<file path="config.mk">
export PLATFORM = sky130hd
export DESIGN_NAME = nes_joypad_port
export DESIGN_NICKNAME = d
export VERILOG_FILES = /design/src/rtl/nes_input_pkg.sv /design/src/rtl/nes_pad_watchdog.sv /design/src/rtl/nes_joypad_port.sv
export SDC_FILE = /design/constraint.sdc
export NUM_CORES = 1
export LEC_CHECK = 0
export ABC_AREA = 1
export CAP_MARGIN = 30
export CORE_MARGIN = 3
export CORE_UTILIZATION = 57
export CTS_CLUSTER_SIZE = 10
export DETAILED_ROUTE_END_ITERATION = 12
export DONT_BUFFER_PORTS = 1
export GPL_TIMING_DRIVEN = 0
export MAX_ROUTING_LAYER = met4
export PLACE_DENSITY_LB_ADDON = 0.15
export SETUP_SLACK_MARGIN = 0.05
export SLEW_MARGIN = 5
export SYNTH_ARGS = -nofsm -noshare
export SYNTH_HDL_FRONTEND = slang
export SYNTH_SLANG_ARGS = --single-unit
</file>
<file path="constraint.sdc">
create_clock -name clk24 -period 1.5 [get_ports clk24]
set_clock_uncertainty 0.05 [all_clocks]
set_input_delay 0.3 -clock clk24 [delete_from_list [all_inputs] [get_ports clk24]]
set_output_delay 0.3 -clock clk24 [all_outputs]
set_load 0.03 [all_outputs]
</file>
<file path="src/rtl/nes_input_pkg.sv">
// nes_input_pkg: shared joypad state encoding, button indices and timeout default
package nes_input_pkg;
    typedef enum logic [1:0] {ST_LOAD, ST_SHIFT, ST_DONE} joy_state_e;
    localparam int BTN_A      = 0;
    localparam int BTN_B      = 1;
    localparam int BTN_SELECT = 2;
    localparam int BTN_START  = 3;
    localparam int BTN_UP     = 4;
    localparam int BTN_DOWN   = 5;
    localparam int BTN_LEFT   = 6;
    localparam int BTN_RIGHT  = 7;
    localparam int TIMEOUT_DEFAULT = 2400000;
    function automatic logic [7:0] suppress_opposing(input logic [7:0] d);
        logic [7:0] r;
        r = d;
        if (d[BTN_UP] && d[BTN_DOWN]) begin
            r[BTN_UP]   = 1'b0;
            r[BTN_DOWN] = 1'b0;
        end
        if (d[BTN_LEFT] && d[BTN_RIGHT]) begin
            r[BTN_LEFT]  = 1'b0;
            r[BTN_RIGHT] = 1'b0;
        end
        return r;
    endfunction
endpackage

</file>
<file path="src/rtl/nes_pad_watchdog.sv">
// nes_pad_watchdog: saturating 24-bit idle counter, expired once LIMIT cycles pass without clear
module nes_pad_watchdog #(
    parameter int LIMIT = 2400000
) (
    input  logic clk24,
    input  logic rst,
    input  logic clear,
    output logic expired
);
    localparam logic [23:0] LIM = 24'(LIMIT);
    logic [23:0] cnt_q, cnt_d;
    always_comb begin
        expired = cnt_q == LIM;
        cnt_d   = clear ? 24'd0 : expired ? cnt_q : cnt_q + 24'd1;
    end
    always_ff @(posedge clk24 or negedge rst)
        if (!rst) cnt_q <= '0;
        else      cnt_q <= cnt_d;
endmodule

</file>
<file path="src/rtl/nes_joypad_port.sv">
// nes_joypad_port: USB gamepad report to NES $4016 serial joypad protocol
module nes_joypad_port
    import nes_input_pkg::*;
#(
    parameter int TIMEOUT_CYCLES = TIMEOUT_DEFAULT,
    parameter int MASK_OPPOSING  = 1
) (
    input  logic       clk24,
    input  logic       rst,
    input  logic       usb_gamepad_ena,
    input  logic [7:0] usb_gamepad_data,
    input  logic       jp_wr,
    input  logic       jp_wdata,
    input  logic       jp_rd,
    output logic       jp_dout,
    output logic       pad_connected
);
    joy_state_e state_q, state_d;
    logic [7:0] latch_q, latch_d, shreg_q, shreg_d;
    logic [3:0] cnt_q, cnt_d;
    logic       strobe_q, strobe_d, conn_q, conn_d, expired, shift;

    nes_pad_watchdog #(.LIMIT(TIMEOUT_CYCLES)) u_wdog (
        .clk24   (clk24),
        .rst     (rst),
        .clear   (usb_gamepad_ena),
        .expired (expired)
    );

    always_comb begin
        latch_d  = usb_gamepad_ena ? (MASK_OPPOSING != 0 ? suppress_opposing(usb_gamepad_data) : usb_gamepad_data)
                                   : expired ? 8'h00 : latch_q;
        conn_d   = usb_gamepad_ena ? 1'b1 : expired ? 1'b0 : conn_q;
        strobe_d = jp_wr ? jp_wdata : strobe_q;
        // a write in the same cycle as a read wins; the read does not shift
        shift    = jp_rd & ~jp_wr;
        state_d  = state_q;
        shreg_d  = shreg_q;
        cnt_d    = cnt_q;
        case (state_q)
            ST_LOAD: begin
                shreg_d = latch_q;
                cnt_d   = 4'd0;
                state_d = ST_SHIFT;
            end
            ST_SHIFT: if (shift) begin
                shreg_d = {1'b1, shreg_q[7:1]};
                cnt_d   = cnt_q + 4'd1;
                state_d = cnt_q == 4'd7 ? ST_DONE : ST_SHIFT;
            end
            default: if (shift) shreg_d = 8'hFF;
        endcase
        if (strobe_d) state_d = ST_LOAD;
        jp_dout       = state_q == ST_LOAD ? latch_q[0] : shreg_q[0];
        pad_connected = conn_q;
    end

    always_ff @(posedge clk24 or negedge rst)
        if (!rst) begin
            state_q  <= ST_DONE;
            latch_q  <= 8'h00;
            shreg_q  <= 8'hFF;
            cnt_q    <= 4'd8;
            strobe_q <= 1'b0;
            conn_q   <= 1'b0;
        end else begin
            state_q  <= state_d;
            latch_q  <= latch_d;
            shreg_q  <= shreg_d;
            cnt_q    <= cnt_d;
            strobe_q <= strobe_d;
            conn_q   <= conn_d;
        end
endmodule

</file>
Yosys cells after proc, flatten, opt, wreduce, memory -nomap -nowiden

Cells that the tools add are included.

Bits in registers: 48
Output and inout port bits: 2
Logic and storage cells: 46

Add/sub/neg operators: 2
Eq/ne operators: 6
Muxes and demuxes: 19
Bitwise operators: 2
Reductions and logical operators: 10

Operator list:

| cell                  | number |
|---|---|
| $mux 24               | 2 |
| $mux 8                | 4 |
| $add 24x1->24 const B | 1 |
| $eq 24x22->1 const B  | 1 |
| $pmux 8 s2            | 1 |
| $mux 2                | 5 |
| $pmux 4 s2            | 1 |
| $reduce_and 2->1      | 3 |
| $reduce_bool 2->1     | 3 |
| $add 4x1->4 const B   | 1 |
| $eq 4x3->1 const B    | 1 |
| $mux 1                | 4 |
| $mux 4                | 1 |
| $ne 2x2->1 const B    | 2 |
| $pmux 2 s2            | 1 |
| $ne 3x3->1 const B    | 1 |
| $reduce_bool 3->1     | 1 |
| $eq 2x1->1 const B    | 1 |
| $logic_and 1x1->1     | 2 |
| $logic_not 2->1       | 1 |
| $and 1x1->1           | 1 |
| $not 1->1             | 1 |

Logic depth before layout (Yosys ltp)

Word-level depth: 5
Mapped depth: 9
Mapped depth without buffers: 9

Cells and area by module

A second synthesis with hierarchy kept.

Cell total of the unflattened synthesis: 358
Area total of the unflattened synthesis: 2711.4 sq um

By module, submodules not included:

| module           | instances | cells an instance | area an instance (sq um) | sequential area each (sq um) |
|---|---|---|---|---|
| nes_pad_watchdog | 1         | 222               | 1490.2                   | 600.6 |
| nes_joypad_port  | 1         | 136               | 1221.2                   | 613.1 |

Worst setup path after synthesis

Ideal clock, no wire load.

Path type: register to output
Start: reg state_q[1]
End: out jp_dout
Data arrival time: 1.178 ns
Data required time: 1.150 ns
Slack: -0.028 ns
Cell stages (with the launch flop): 7
Buffers on the path: 1
Cells stage by stage: dfstp_2 -> inv_1 -> nand2_1 -> buf_2 -> inv_1 -> nand2_1 -> nand2_1

Cells in the longest elaborated chain, start to end: 2

RTL lines:

| item                   | RTL line              | RTL |
|---|---|---|
| start, declared        | nes_joypad_port.sv:18 | `joy_state_e state_q, state_d;` |
| start signal, assigned | nes_joypad_port.sv:67 | `state_q <= state_d;` |
| $logic_not 2->1        | nes_joypad_port.sv:54 | `jp_dout = state_q == ST_LOAD ? latch_q[0] : shreg_q[0];` |
| $mux 1                 | nes_joypad_port.sv:54 |  |
| end, declared          | nes_joypad_port.sv:15 | `output logic jp_dout,` |

Every way passes these cells.

Worst setup path after layout

Same ends and word-level chain as after synthesis.

==> run_summary.xml <==
<?xml version="1.0" encoding="UTF-8"?>
<metrics>
  <group name="synthesis">
    <metric name="yosysMostFrequentCell" unit="">sky130_fd_sc_hd__nand2_1</metric>
    <metric name="yosys_warnings" unit="">0</metric>
    <metric name="fraction_of_the_yosys_area_taken_by_sequential_cells" unit="%">47.0</metric>
    <metric name="netlist.area_leader.share" unit="%">36.8</metric>
    <metric name="fraction_of_registers_with_async_set_reset" unit="%">100</metric>
    <metric name="synth_top_cells_by_count" unit="">sky130_fd_sc_hd__nand2_1 (85), sky130_fd_sc_hd__nor2_1 (46), sky130_fd_sc_hd__dfrtp_1 (38), sky130_fd_sc_hd__inv_1 (29), sky130_fd_sc_hd__nand3_1 (18)</metric>
    <metric name="avgSynthCellArea" unit="sq um">8.00</metric>
    <metric name="synth_ff_type" unit="">sky130_fd_sc_hd__dfrtp_1</metric>
    <metric name="number_of_enable_type_register_cells_in_the_synthesized_netlist" unit="">0</metric>
    <metric name="syn_inst" unit="">323</metric>
    <metric name="synthesis.nets" unit="">340</metric>
    <metric name="ys_top_cells_by_area" unit="">sky130_fd_sc_hd__dfrtp_1 (37%), sky130_fd_sc_hd__nand2_1 (12%), sky130_fd_sc_hd__dfstp_2 (10%), sky130_fd_sc_hd__nor2_1 (6.7%), sky130_fd_sc_hd__nand3_2 (4.7%)</metric>
    <metric name="ys_seq_elements" unit="">48</metric>
    <metric name="post_synth_instance_area" unit="sq mm">0.00258</metric>
    <metric name="post_synth_num_cell_types" unit="">33</metric>
    <metric name="netlist.top_cell.by_area" unit="">sky130_fd_sc_hd__dfrtp_1</metric>
  </group>
  <group name="worst_setup_path">
    <metric name="crit_arrival" unit="ns">1.27</metric>
    <metric name="crit_top_cell" unit="">sky130_fd_sc_hd__nand2_4</metric>
    <metric name="timing_worst_setup_path_type" unit="">reg -&gt; out</metric>
    <metric name="setup.worst_path.start_class" unit="">flop</metric>
    <metric name="max_stage_delay" unit="ns">0.55</metric>
    <metric name="cp_max_fo" unit="">4</metric>
    <metric name="critPathSlowestCell" unit="">sky130_fd_sc_hd__dfstp_2</metric>
    <metric name="critical_path_cell_by_cell" unit="">inv_2 &gt; nand2_4 &gt; buf_6 &gt; inv_4 &gt; nand2_4 &gt; nand2_4</metric>
    <metric name="worst_ep_required_time" unit="ns">1.15</metric>
    <metric name="critical_path.endpoint_type" unit="">primary output</metric>
  </group>
  <group name="grt">
    <metric name="groute.usage.overall" unit="%">24.8</metric>
    <metric name="grt_pass1_wl" unit="um">10000</metric>
    <metric name="overflow" unit="">0</metric>
    <metric name="first_global_vias" unit="">2253</metric>
    <metric name="number_of_antenna_violations_at_the_first_check_in_global_routing" unit="">0</metric>
    <metric name="grt_start_max_net_pins" unit="">49</metric>
  </group>
  <group name="floorplan">
    <metric name="design.core.area" unit="sq mm">0.00417</metric>
    <metric name="die_x" unit="um">73.3</metric>
    <metric name="io_pins" unit="">16</metric>
    <metric name="floorplan.die_area" unit="sq mm">0.00537</metric>
    <metric name="floorplan.initialDensity" unit="%">61.9</metric>
    <metric name="die_height" unit="um">73.3</metric>
    <metric name="floorplan.rows" unit="">23</metric>
  </group>
  <group name="run_status">
    <metric name="violations_in_the_final_reports" unit="">hold timing, setup timing</metric>
    <metric name="run_status" unit="">finished, violations left</metric>
  </group>
  <group name="power_and_ir_drop">
    <metric name="power_leakage" unit="nW">1.41</metric>
    <metric name="vdd.ir_drop.worst" unit="uV">534</metric>
    <metric name="p_total" unit="W">0.00280</metric>
    <metric name="power_per_cell_area" unit="mW/mm^2">884</metric>
  </group>
  <group name="cells_and_area">
    <metric name="finalCoreUtilization" unit="%">76.0</metric>
    <metric name="instances_no_fill" unit="">406</metric>
    <metric name="final_cell_area" unit="sq mm">0.00317</metric>
    <metric name="diodes" unit="">0</metric>
    <metric name="share_of_post_route_cells_with_drive_strength_above_1" unit="%">32.0</metric>
    <metric name="layout_area_overhead" unit="%">22.8</metric>
    <metric name="layout.nets" unit="">372</metric>
  </group>
  <group name="sta">
    <metric name="slew_viol_final" unit="">0</metric>
    <metric name="max_slew_margin" unit="%">64.1</metric>
    <metric name="tightestPinTransition" unit="ns">0.538</metric>
    <metric name="timing.final.crit_share" unit="%">108</metric>
    <metric name="rsz0062_at_grt" unit="">yes</metric>
    <metric name="final-setup-viol-count" unit="">1</metric>
    <metric name="hold-worst-slack" unit="ns">-0.372</metric>
    <metric name="clock.fmax" unit="MHz">619</metric>
    <metric name="tns" unit="ns">-0.116</metric>
    <metric name="timing.final.crit_period" unit="ns">1.62</metric>
    <metric name="final-hold-violation-count" unit="">48</metric>
    <metric name="worst_slack" unit="ns">-0.116</metric>
  </group>
  <group name="placement">
    <metric name="placement.cell_area" unit="sq mm">0.00265</metric>
    <metric name="place.detailed.hpwl" unit="um">3750</metric>
    <metric name="quantity_of_i_o_buffers_inserted_on_ports" unit="">0</metric>
    <metric name="dpl.cell_count" unit="">373</metric>
    <metric name="gpl.final_weighted_congestion" unit="">0.894</metric>
  </group>
  <group name="clocking">
    <metric name="cts_tree" unit="">done</metric>
    <metric name="clock_edge_transition_at_the_registers_on_the_reported_setup_and_hold_paths" unit="ns">0.09</metric>
    <metric name="bufs_on_longest_clock_path" unit="">2</metric>
    <metric name="htree_levels" unit="">2</metric>
    <metric name="clock-sinks" unit="">48</metric>
    <metric name="cts_buffers" unit="">5</metric>
    <metric name="clk_root_buffer_cell" unit="">sky130_fd_sc_hd__clkbuf_8</metric>
    <metric name="clk_latency" unit="ns">0.30</metric>
  </group>
  <group name="min_path">
    <metric name="worst_hold_path_type" unit="">in -&gt; async</metric>
  </group>
  <group name="detailed_routing">
    <metric name="viasPerCell" unit="">5.54</metric>
    <metric name="drtIter0Drc" unit="">123</metric>
    <metric name="detail-route-antenna-nets" unit="">0</metric>
    <metric name="drt-wirelength-per-cell" unit="um">15.1</metric>
    <metric name="number_of_drc_violations_after_detailed_routing" unit="">0</metric>
    <metric name="vias" unit="">2248</metric>
    <metric name="dr.pass1.iters" unit="">4</metric>
    <metric name="routed_wirelength" unit="um">6150</metric>
  </group>
  <group name="job">
    <metric name="cap_violations" unit="">0</metric>
  </group>
</metrics>
[final timing paths]
path	cells past startpoint	slack [ns]	from	to
setup / recovery	6	-0.12	state_q[1]	jp_dout
hold / removal	0	-0.37	rst	strobe_q
setup reg to reg	7	0.01	u_wdog.cnt_q[14]	pad_connected
hold reg to reg	2	0.43	shreg_q[3]	shreg_q[3]
max in group asynchronous	0	1.58	rst	cnt_q[3]
min in group clk24	2	0.06	usb_gamepad_data[5]	latch_q[5]
[power breakdown]
part / internal (W) / total [W] / switching (W)
sequential: 0.00142 / 0.00149 / 0.0000649
combinational: 0.000159 / 0.000356 / 0.000198
clock: 0.000502 / 0.000959 / 0.000457
total: 0.00209 / 0.00280 / 0.000719
[layer usage]
metal	vias up	wire [um]	track usage, %
met5	-	0	-
met3	6	309	6.02
met4	0	73	6.64
li1	1112	-	-
met1	1087	2540	29.0
met2	43	3220	42.7
[placed cells by master, fill, tap and decap left out, types with 8 or more instances in the layout]
| cell type | count |
|---|---|
| sky130_fd_sc_hd__a21oi_1 | 14 |
| sky130_fd_sc_hd__nor2_1 | 39 |
| sky130_fd_sc_hd__dfrtp_1 | 36 |
| sky130_fd_sc_hd__inv_1 | 22 |
| sky130_fd_sc_hd__nand3_1 | 15 |
| sky130_fd_sc_hd__dfstp_2 | 10 |
| sky130_fd_sc_hd__inv_2 | 9 |
| sky130_fd_sc_hd__buf_4 | 18 |
| sky130_fd_sc_hd__nor2_4 | 8 |
| sky130_fd_sc_hd__nand3_2 | 12 |
| sky130_fd_sc_hd__nor2_2 | 9 |
| sky130_fd_sc_hd__nand2_2 | 9 |
| sky130_fd_sc_hd__nand2_1 | 75 |
[cells by family (layout without fill, tap and decap cells)]
group / Yosys count / after routing / synth area share, %
AOI/OAI and AO/OA: 41 / 41 / 8.92
adders and majority gates: 3 / 3 / 1.45
and+or+nand+nor: 188 / 189 / 35.0
xor gates and xnor gates: 3 / 3 / 1.02
buffers and inverters: 40 / 72 / 6.64
DFF: 48 / 48 / 47.0
[per-stage QoR]
| step | worst slack [ns] | hold WS [ns] |
|---|---|---|
| after global routing | -0.160 | -0.397 |
| final | -0.116 | -0.372 |
| after global placement | -0.175 | -0.0443 |
| after CTS | -0.0984 | -0.377 |
| after detailed placement | -0.174 | -0.0441 |
| after floorplan | 0.0591 | -0.0456 |
[sequential cells by signal, summed over array words and instances, names as in the netlist]
register and flops:
u_wdog.cnt_q 24, latch_q 8, shreg_q 8, cnt_q 4, state_q 2, pad_connected 1, strobe_q 1
[final cells by class]
type	count	area, sq um
tap	50	62.6
buffer	6	53.8
timing repair buffer	24	216
fill	301	1000
multi-input combinational	236	1370
inverter	34	135
clock inverter	3	46.3
clock buffer	5	68.8
sequential	48	1220
[timing repair]
action / 4_1_cts / 5_1_grt
hold endpoints to repair: 49 / 49
gates cloned: 1 / 1
endpoints found under the setup margin: 20 / 37
gates resized for setup: 26 / 31
setup buffers: 16 / 5
pin swaps: 4 / 10
hold buffers: 1 / 1
[critical path: cells and delay by family (launching register included)]
family	cells	cell delay (ns)
simple gates	3	0.20
buf+inv	3	0.21
flops	1	0.55
Power figures use the tool's default switching activity.
